## src/rtl/ac97_link_pkg.sv

```systemverilog
// ac97_link_pkg: AC-link command widths, arbiter states and the LM4550 register map
package ac97_link_pkg;
  localparam int SLOT_W = 20;
  localparam int TAG_W = 2;
  localparam int TAG_SLOT1_BIT = 14;
  localparam int TAG_SLOT2_BIT = 13;
  localparam int ADDR_W = 7;
  localparam int DATA_W = 16;
  localparam logic [DATA_W-1:0] RD_TIMEOUT_DATA = 16'hFFFF;
  typedef enum logic [2:0] {IDLE, ARB, ISSUE, WAIT_RD, COMPLETE} cmd_state_t;
  localparam int NUM_VALID = 22;
  localparam logic [ADDR_W-1:0] VALID_ADDRS [NUM_VALID] = '{
    7'h00, 7'h02, 7'h04, 7'h06, 7'h0A, 7'h0C, 7'h0E, 7'h10, 7'h12, 7'h14, 7'h16,
    7'h18, 7'h1A, 7'h1C, 7'h20, 7'h26, 7'h28, 7'h2A, 7'h2C, 7'h32, 7'h7C, 7'h7E
  };
  function automatic logic addr_ok(input logic [ADDR_W-1:0] a);
    addr_ok = 1'b0;
    for (int i = 0; i < NUM_VALID; i++) if (VALID_ADDRS[i] == a) addr_ok = 1'b1;
  endfunction
endpackage

```

## src/rtl/ac97_cmd_arbiter_rr.sv

```systemverilog
// rr_arbiter: round-robin pick starting after the last granted requester
module rr_arbiter #(
  parameter int NREQ = 2,
  localparam int IW = $clog2(NREQ)
) (
  input  logic            BIT_CLK,
  input  logic            RESET,
  input  logic [NREQ-1:0] req,
  input  logic            upd,
  output logic            any,
  output logic [IW-1:0]   pick
);
  logic [IW-1:0] last;
  always_comb begin
    pick = '0;
    for (int k = NREQ; k >= 1; k--)
      if (req[(int'(last) + k) % NREQ]) pick = IW'((int'(last) + k) % NREQ);
  end
  assign any = |req;
  always_ff @(posedge BIT_CLK or posedge RESET)
    if (RESET) last <= IW'(NREQ - 1);
    else if (upd) last <= pick;
endmodule

```

## src/rtl/ac97_cmd_arbiter.sv

```systemverilog
// ac97_cmd_arbiter: shares the AC-link command slots round-robin and matches read status.
// Define AC97_CMD_ADDR_FILTER_EN to reject addresses outside the LM4550 register map.
module ac97_cmd_arbiter import ac97_link_pkg::*; #(
  parameter int NREQ = 2,
  parameter int RD_TIMEOUT = 4,
  localparam int IW = $clog2(NREQ)
) (
  input  logic                   BIT_CLK,
  input  logic                   RESET,
  input  logic                   SYNC,
  input  logic                   CODEC_READY,
  input  logic [NREQ-1:0]        REQ,
  input  logic [NREQ-1:0]        REQ_RW,
  input  logic [NREQ*ADDR_W-1:0] REQ_ADDR,
  input  logic [NREQ*DATA_W-1:0] REQ_DATA,
  output logic [NREQ-1:0]        GNT,
  output logic [NREQ-1:0]        DONE,
  output logic [DATA_W-1:0]      RD_DATA,
  output logic                   ERR,
  output logic                   SLOT_VALID,
  output logic [TAG_W-1:0]       SLOT_TAG,
  output logic [SLOT_W-1:0]      SLOT1,
  output logic [SLOT_W-1:0]      SLOT2,
  input  logic                   STS_VALID,
  input  logic [ADDR_W-1:0]      STS_ADDR,
  input  logic [DATA_W-1:0]      STS_DATA
);
  cmd_state_t st, st_n;
  logic sync_q, fs, sent, rw_q, any, ok, match, tmo, err_n;
  logic [IW-1:0] pick, idx_q;
  logic [ADDR_W-1:0] addr_q;
  logic [DATA_W-1:0] data_q;
  logic [3:0] cnt;
  assign fs = SYNC & ~sync_q;
  assign match = STS_VALID && STS_ADDR == addr_q;
  assign tmo = fs && cnt + 4'd1 == 4'(RD_TIMEOUT);
`ifdef AC97_CMD_ADDR_FILTER_EN
  assign ok = addr_ok(REQ_ADDR[pick*ADDR_W +: ADDR_W]);
`else
  assign ok = 1'b1;
`endif
  rr_arbiter #(.NREQ(NREQ)) u_rr (
    .BIT_CLK(BIT_CLK),
    .RESET(RESET),
    .req(REQ),
    .upd(st == ARB && any),
    .any(any),
    .pick(pick)
  );
  assign GNT = st == ARB && any ? NREQ'(1) << pick : '0;
  assign DONE = st == COMPLETE ? NREQ'(1) << idx_q : '0;
  always_comb begin
    st_n = st;
    err_n = 1'b0;
    case (st)
      IDLE: st_n = CODEC_READY && any ? ARB : IDLE;
      ARB: begin
        st_n = !any ? IDLE : ok ? ISSUE : COMPLETE;
        err_n = any && !ok;
      end
      ISSUE: st_n = fs && sent ? (rw_q ? WAIT_RD : COMPLETE) : ISSUE;
      WAIT_RD: begin
        st_n = match || tmo ? COMPLETE : WAIT_RD;
        err_n = tmo && !match;
      end
      default: st_n = IDLE;
    endcase
  end
  always_ff @(posedge BIT_CLK or posedge RESET)
    if (RESET) st <= IDLE;
    else st <= st_n;
  // sent marks the frame whose slots are on air; the next FS retires them
  always_ff @(posedge BIT_CLK or posedge RESET) begin
    if (RESET) begin
      sync_q <= 1'b0;
      sent <= 1'b0;
      rw_q <= 1'b0;
      idx_q <= '0;
      addr_q <= '0;
      data_q <= '0;
      cnt <= '0;
      RD_DATA <= '0;
      ERR <= 1'b0;
      SLOT_VALID <= 1'b0;
      SLOT_TAG <= '0;
      SLOT1 <= '0;
      SLOT2 <= '0;
    end else begin
      sync_q <= SYNC;
      ERR <= err_n;
      if (st == ARB && any) begin
        rw_q <= REQ_RW[pick];
        addr_q <= REQ_ADDR[pick*ADDR_W +: ADDR_W];
        data_q <= REQ_DATA[pick*DATA_W +: DATA_W];
        idx_q <= pick;
      end
      if (st == ISSUE && fs) begin
        sent <= !sent;
        SLOT_VALID <= !sent;
        SLOT_TAG <= sent ? '0 : {1'b1, !rw_q};
        SLOT1 <= sent ? '0 : {rw_q, addr_q, 12'd0};
        SLOT2 <= sent || rw_q ? '0 : {data_q, 4'd0};
        cnt <= '0;
      end
      if (st == WAIT_RD) begin
        cnt <= fs ? cnt + 4'd1 : cnt;
        RD_DATA <= match ? STS_DATA : tmo ? RD_TIMEOUT_DATA : RD_DATA;
      end
    end
  end
endmodule

```

## config.mk

```make
export PLATFORM = sky130hd
export DESIGN_NAME = ac97_cmd_arbiter
export DESIGN_NICKNAME = d
export VERILOG_FILES = /design/src/rtl/ac97_link_pkg.sv /design/src/rtl/ac97_cmd_arbiter_rr.sv /design/src/rtl/ac97_cmd_arbiter.sv
export SDC_FILE = /design/constraint.sdc
export NUM_CORES = 1
export LEC_CHECK = 0
export ABC_AREA = 0
export ABC_CLOCK_PERIOD_IN_PS = 2300
export BUFFER_PORTS_ARGS = -buffer_cell sky130_fd_sc_hd__buf_2
export CORE_UTILIZATION = 48
export CTS_CLUSTER_SIZE = 24
export DETAILED_ROUTE_END_ITERATION = 6
export GPL_TIMING_DRIVEN = 0
export PLACE_DENSITY = 0.91
export SETUP_SLACK_MARGIN = 0.02
export SYNTH_ARGS = -nofsm -noshare
export SYNTH_HDL_FRONTEND = slang
export SYNTH_SLANG_ARGS = --single-unit
```

## constraint.sdc

```tcl
create_clock -name BIT_CLK -period 2.3 [get_ports BIT_CLK]
set_input_delay 0 -clock BIT_CLK [delete_from_list [all_inputs] [get_ports BIT_CLK]]
set_output_delay 0 -clock BIT_CLK [all_outputs]
set_load 0.03 [all_outputs]
```

# Word-level counts from Yosys, hierarchy flattened
# Index checks and enable logic that the tools add are counted.
[totals]
regBits = 94
latchBits = 0
ram_bits = 0
romBits = 0
out_inout_bits = 64
memories = 0
[op_classes]
add_sub_neg = 3
multipliers = 1
div_mod_pow = 0
order_cmp = 3
eq_ne = 7
n_shift = 4
n_mux = 27
n_bitwise = 4
reduce_logical = 18
[ops]
columns = ["operator", "count"]
rows = [
  ["2-to-1 mux 20 bit", 2],
  ["2-to-1 mux 16 bit", 2],
  ["variable part select 32 x 6 -> 16 bit", 1],
  ["variable part select 14 x 5 -> 7 bit", 1],
  ["2-to-1 mux 1 bit", 12],
  ["2-to-1 mux 4 bit", 3],
  ["one-hot mux 3 bit (4 select lines)", 1],
  ["2-to-1 mux 3 bit", 3],
  ["2-to-1 mux 2 bit", 4],
  ["== test 7 bit", 1],
  ["logical AND 1 bit", 7],
  ["== test 3 x 2 -> 1 bit (second input constant)", 2],
  ["< comparator 2 x 3 -> 1 bit (second input constant)", 2],
  ["adder 4 x 1 -> 4 bit (second input constant)", 1],
  ["== test 4 x 3 -> 1 bit (second input constant)", 1],
  ["multiplier 1 x 3 -> 4 bit (second input constant)", 1],
  ["AND reduction 2 bit", 2],
  ["nonzero test 2 bit", 2],
  ["left shift 1 x 1 -> 2 bit (first input constant)", 2],
  ["== test 3 x 1 -> 1 bit (second input constant)", 1],
  ["== test 3 bit (second input constant)", 1],
  ["logical NOT 1 bit", 3],
  ["logical NOT 3 bit", 1],
  ["adder 1 bit (second input constant)", 2],
  ["7 further kinds", 9],
]

# Logic depth before layout (Yosys ltp)
[logic_depth]
ltp_word = 9
depth_mapped = 7
ltp_nobuf = 5

# Modules after synthesis
# Synthesis repeated with hierarchy kept, for this count alone.
[unflattened]
hier_cells = 325
hier_area_um2 = 3656.0
[by_module_without_submodules]
columns = ["mod", "instances", "cells_per_inst", "area_per_inst_um2", "seq_area_each_um2"]
rows = [
  ["ac97_cmd_arbiter", 1, 320, 3593.4, 1901.8],
  ["rr_arbiter", 1, 5, 62.6, 26.3],
]

# Worst setup path before layout
# OpenSTA, ideal clock, no wires.
[synth_timing]
path_type = "flip-flop to flip-flop"
from = "reg cnt[0]"
to = "reg RD_DATA[0]"
arrival_time_ps = 1482
t_required_ps = 2235
slack_ps = 753
stages_incl_launch_ff = 7
path_buffers = 1
synth_period_minus_slack_ps = 1547
cell_sequence = "dfrtp_1 > ha_1 > xor2_1 > nand4_1 > a21oi_4 > buf_6 > o22a_1"
[synth_between]
elab_chain_cells = 5
[synth_lines]
columns = ["item", "line_no", "rtl"]
rows = [
  ["from (decl)", "ac97_cmd_arbiter.sv:33", "logic [3:0] cnt;"],
  ["from (signal assigned)", "ac97_cmd_arbiter.sv:106", "cnt <= fs ? cnt + 4'd1 : cnt;"],
  ["adder 4 x 1 -> 4 bit", "ac97_cmd_arbiter.sv:36", "assign tmo = fs && cnt + 4'd1 == 4'(RD_TIMEOUT);"],
  ["== test 4 x 3 -> 1 bit", "ac97_cmd_arbiter.sv:36", ""],
  ["logical AND 1 bit", "ac97_cmd_arbiter.sv:36", ""],
  ["nonzero test 2 bit (no line)", "-", ""],
  ["AND reduction 2 bit (no line)", "-", ""],
  ["to (signal assigned)", "ac97_cmd_arbiter.sv:107", "RD_DATA <= match ? STS_DATA : tmo ? RD_TIMEOUT_DATA : RD_DATA;"],
  ["to (decl)", "ac97_cmd_arbiter.sv:18", "output logic [DATA_W-1:0] RD_DATA,"],
]
# Every way passes these cells.
# A chain may end at the register's enable or synchronous reset.

# Worst setup path in the final report
[layout_timing]
from = "reg u_rr.last"
to = "reg addr_q[3]"
[layout_between]
elab_chain_cells = 8
word_cells_on_any_way = 12
cone_classes = "2 x add/sub; 1 x mul; 1 x shift; 8 x mux"
[layout_lines]
columns = ["item", "line_no", "rtl"]
rows = [
  ["from (decl)", "ac97_cmd_arbiter_rr.sv:13", "logic [IW-1:0] last;"],
  ["from (signal assigned)", "ac97_cmd_arbiter_rr.sv:21", "if (RESET) last <= IW'(NREQ - 1);"],
  ["from (signal assigned)", "ac97_cmd_arbiter_rr.sv:22", "else if (upd) last <= pick;"],
  ["adder 1 bit", "ac97_cmd_arbiter_rr.sv:17", "if (req[(int'(last) + k) % NREQ]) pick = IW'((int'(last) + k) % NREQ);"],
  ["2-to-1 mux 1 bit (not written as such) (3 in series)", "ac97_cmd_arbiter_rr.sv:17", ""],
  ["2-to-1 mux 1 bit", "ac97_cmd_arbiter_rr.sv:17", ""],
  ["2-to-1 mux 1 bit *", "ac97_cmd_arbiter_rr.sv:17", ""],
  ["multiplier 1 x 3 -> 4 bit *", "ac97_cmd_arbiter.sv:93", "addr_q <= REQ_ADDR[pick*ADDR_W +: ADDR_W];"],
  ["variable part select 14 x 5 -> 7 bit *", "ac97_cmd_arbiter.sv:93", ""],
  ["to (signal assigned)", "ac97_cmd_arbiter.sv:93", ""],
  ["to (decl)", "ac97_cmd_arbiter.sv:31", "logic [ADDR_W-1:0] addr_q;"],
]
# Every way passes the cells marked *; elsewhere a longest branch is shown, timed or not. The select of a mux whose other input is x is not followed.

==> impl_metrics.yaml <==
power:
  seq_power_share_pct: 39.5
  intPower_uw: 3380
  p_sw_uw: 2000
  power_density_nw_per_um2: 1040
  switching_share_pct: 37.1
  p_clk_share_pct: 23.9
  p_leak_uw: 0.00268
  comb_power_share_pct: 36.6
  vdd_ir_drop_max_uv: 448
hold_path:
  hp-class: "input pin to flop"
cells_and_area:
  final_common_cell: "buf_2"
  final_cell_mix: "buf_2 (128), dfrtp_1 (76), dlygate4sd3_1 (64)"
  nNetsFinal: 601
  drive_gt1_share_pct: 33.1
  postLayoutCellArea_um2: 5160
  areaGrowthSynthToFinish_pct: 49.3
  num_antenna_cells: 0
  fin_util_pct: 75.1
floorplanning:
  die_w_um: 86.8
  num_rows: 30
  ios: 142
  die_h_um: 86.8
  dieArea_um2: 7540
  initial_utilization_pct: 50.3
  design.core.area_um2: 6870
sta:
  finalHoldViolCount: 0
  period_minus_slack_ns: 2.16
  fin_skew_ns: 0.00955
  slew_violations: 0
  tns_ns: 0
  slew_headroom_pct: 38.0
  worstMarginPinSlew_ns: 0.929
  max_freq_mhz: 463
  finalSetupViolCount: 0
  fin_ws_ns: 0.141
  rsz0062_at_grt: "no"
  fin_crit_sh_pct: 93.9
placement:
  gp_congestion: 0.790
  place_area_um2: 4260
  portBuffers: 125
  dp_slack_ns: 0.443
  hpwl_um: 5980
setup_path:
  max_stage_delay_ns: 0.59
  crit_chain: "a21boi_0, buf_2, buf_4, mux2i_1, dlygate4sd3_1, o21ai_0"
  critical_path_required_ns: 2.51
  worst_setup_path_start_kind: "flop"
  crit_type: "flop to flop"
  cp_slowest_cell: "dlygate4sd3_1"
  cpLargestDelayFamily: "buffers and inverters"
  end_kind: "flop"
  cp_num_buf_inv: 3
  path_max_fanout: 10
  arrival_ns: 2.37
global_routing:
  grt.total_usage_pct: 27.2
  grt_pass1_wl_um: 15300
  grt_max_degree: 78
  antenna_found_initial: 0
  grt_overflow_total: 0
  grt_pass1_vias: 3306
clock_tree:
  cts_made_buffers: 9
  post-cts-setup-buffers: 0
  cts_tree: "done"
  cts_buffer_depth: 2
  cts_root_buf: "clkbuf_8"
  cts_sinks: 77
  cts_resized: 0
  clkTransAtPathRegs_ns: 0.08
  h-tree-depth: 3
  insertion_delay_ns: 0.35
logic_synthesis:
  synth_seq_area_share_pct: 55.8
  ys_types: 35
  yosys_warnings: 0
  ys_ff_latch: 77
  post_synth.cell_area_avg_um2: 11.3
  synthesis.instances: 306
  syn_area_um2: 3450
drt:
  wl_per_cell_um: 15.2
  vias: 3102
  drc: 0
  antenna_left: 0
  detail_route.vias_per_cell: 4.99
  wl_um: 9490
  drtPass1Iterations: 4
  drt_iter0_drc: 137
outcome:
  status: "completed"
flow_run:
  cap_violations: 0
==> kinds of logic (layout without fill, tap and decap cells) <==
kind of cell / Yosys count / after routing / share of synthesized area (%)
other: 1 / 16 / 0.109
multiplexers: 24 / 24 / 6.96
AO/OA/AOI/OAI: 78 / 78 / 15.7
AND/OR/NAND/NOR: 79 / 79 / 11.6
flip-flops: 77 / 77 / 55.8
adder cells (fa/ha/maj): 2 / 2 / 0.725
buffers and inverters: 35 / 240 / 6.63
XOR/XNOR: 10 / 10 / 2.54
==> synthesized netlist by cell type, drive strengths merged <==
library cell / count / share of area (%)
dfrtp: 76 / 55
nand2: 42 / 4.6
o21ai: 37 / 5.4
buf: 25 / 5.5
mux2i: 24 / 7.0
a22o: 16 / 4.1
o22a: 16 / 4.1
nand2b: 11 / 2.4
clkbuf: 9 / 0.98
xnor2: 8 / 2.0
nor2: 7 / 0.76
nand4: 5 / 0.91
a21o: 3 / 0.65
nand3: 3 / 0.43
nor2b: 3 / 0.76
nor3: 3 / 0.76
o211ai: 3 / 0.65
ha: 2 / 0.72
or2: 2 / 0.36
xor2: 2 / 0.51
a21boi: 1 / 0.22
a21oi: 1 / 0.47
a31oi: 1 / 0.18
and2: 1 / 0.18
and2b: 1 / 0.22
and3: 1 / 0.18
conb: 1 / 0.11
dfstp: 1 / 0.76
inv: 1 / 0.11
==> repair_timing <==
action,4_1_cts,5_1_grt
hold buffers,64,0
endpoints found under the setup margin,0,0
hold endpoints to repair,117,0
==> layout make-up <==
type / instances / area [um^2]
multi-input combinational: 209 / 1350
buffer: 34 / 225
clock inverter: 5 / 106
sequential: 77 / 1930
fill: 464 / 1710
clock buffer: 11 / 151
timing repair buffer: 189 / 1270
tap: 96 / 120
inverter: 1 / 6.26
==> state kept, by name (all words and copies together), names as in the netlist <==
signal     cells
u_rr.last      1
data_q        16
RD_DATA       16
cnt            4
SLOT2         16
SLOT_TAG       2
addr_q         7
idx_q          1
st             3
SLOT1          8
sync_q         1
ERR            1
rw_q           1
==> power groups by stage <==
stage	logic (uW)	clock network [uW]	registers [uW]
floorplan	918	0	2490
global placement	1750	0	2110
detailed placement	1830	0	2140
CTS	1960	1300	2110
global route	2150	1370	2180
finish	1970	1280	2130
==> tightest hold or removal path: stages <==
cell and delay (ns):
buf_2 0.08, mux2i_1 0.08, o21ai_0 0.17
==> per-layer routing <==
metal  routed length [um]  track usage (%)
met1                 3610             30.6
met2                 5000             49.2
met3                  688             7.62
met4                  182             9.55
met5                    0                0
==> per-stage QoR <==
stage / std cells / total power [uW] / hold slack, ns
global route: 622 / 5700 / 0.0182
finish: 622 / 5380 / 0.0213
detailed placement: 542 / 3970 / 0.123
global placement: 542 / 3870 / 0.124
CTS: 622 / 5370 / 0.00228
floorplan: 321 / 3400 / 0.0314
==> final timing paths <==
| kind | startpoint | endpoint | slack (ns) | cells after the start |
|---|---|---|---|---|
| max | u_rr.last | addr_q[3] | 0.14 | 6 |
| max reg2reg | u_rr.last | addr_q[3] | 0.14 | 6 |
| min reg2reg | SLOT1[17] | SLOT1[17] | 0.48 | 2 |
| min in group asynchronous | RESET | SLOT2[7] | 0.41 | 3 |
| min | REQ_ADDR[2] | addr_q[2] | 0.02 | 3 |
| max in group asynchronous | RESET | SLOT1[16] | 1.29 | 3 |
No activity file was read; power rests on OpenSTA's default activity.
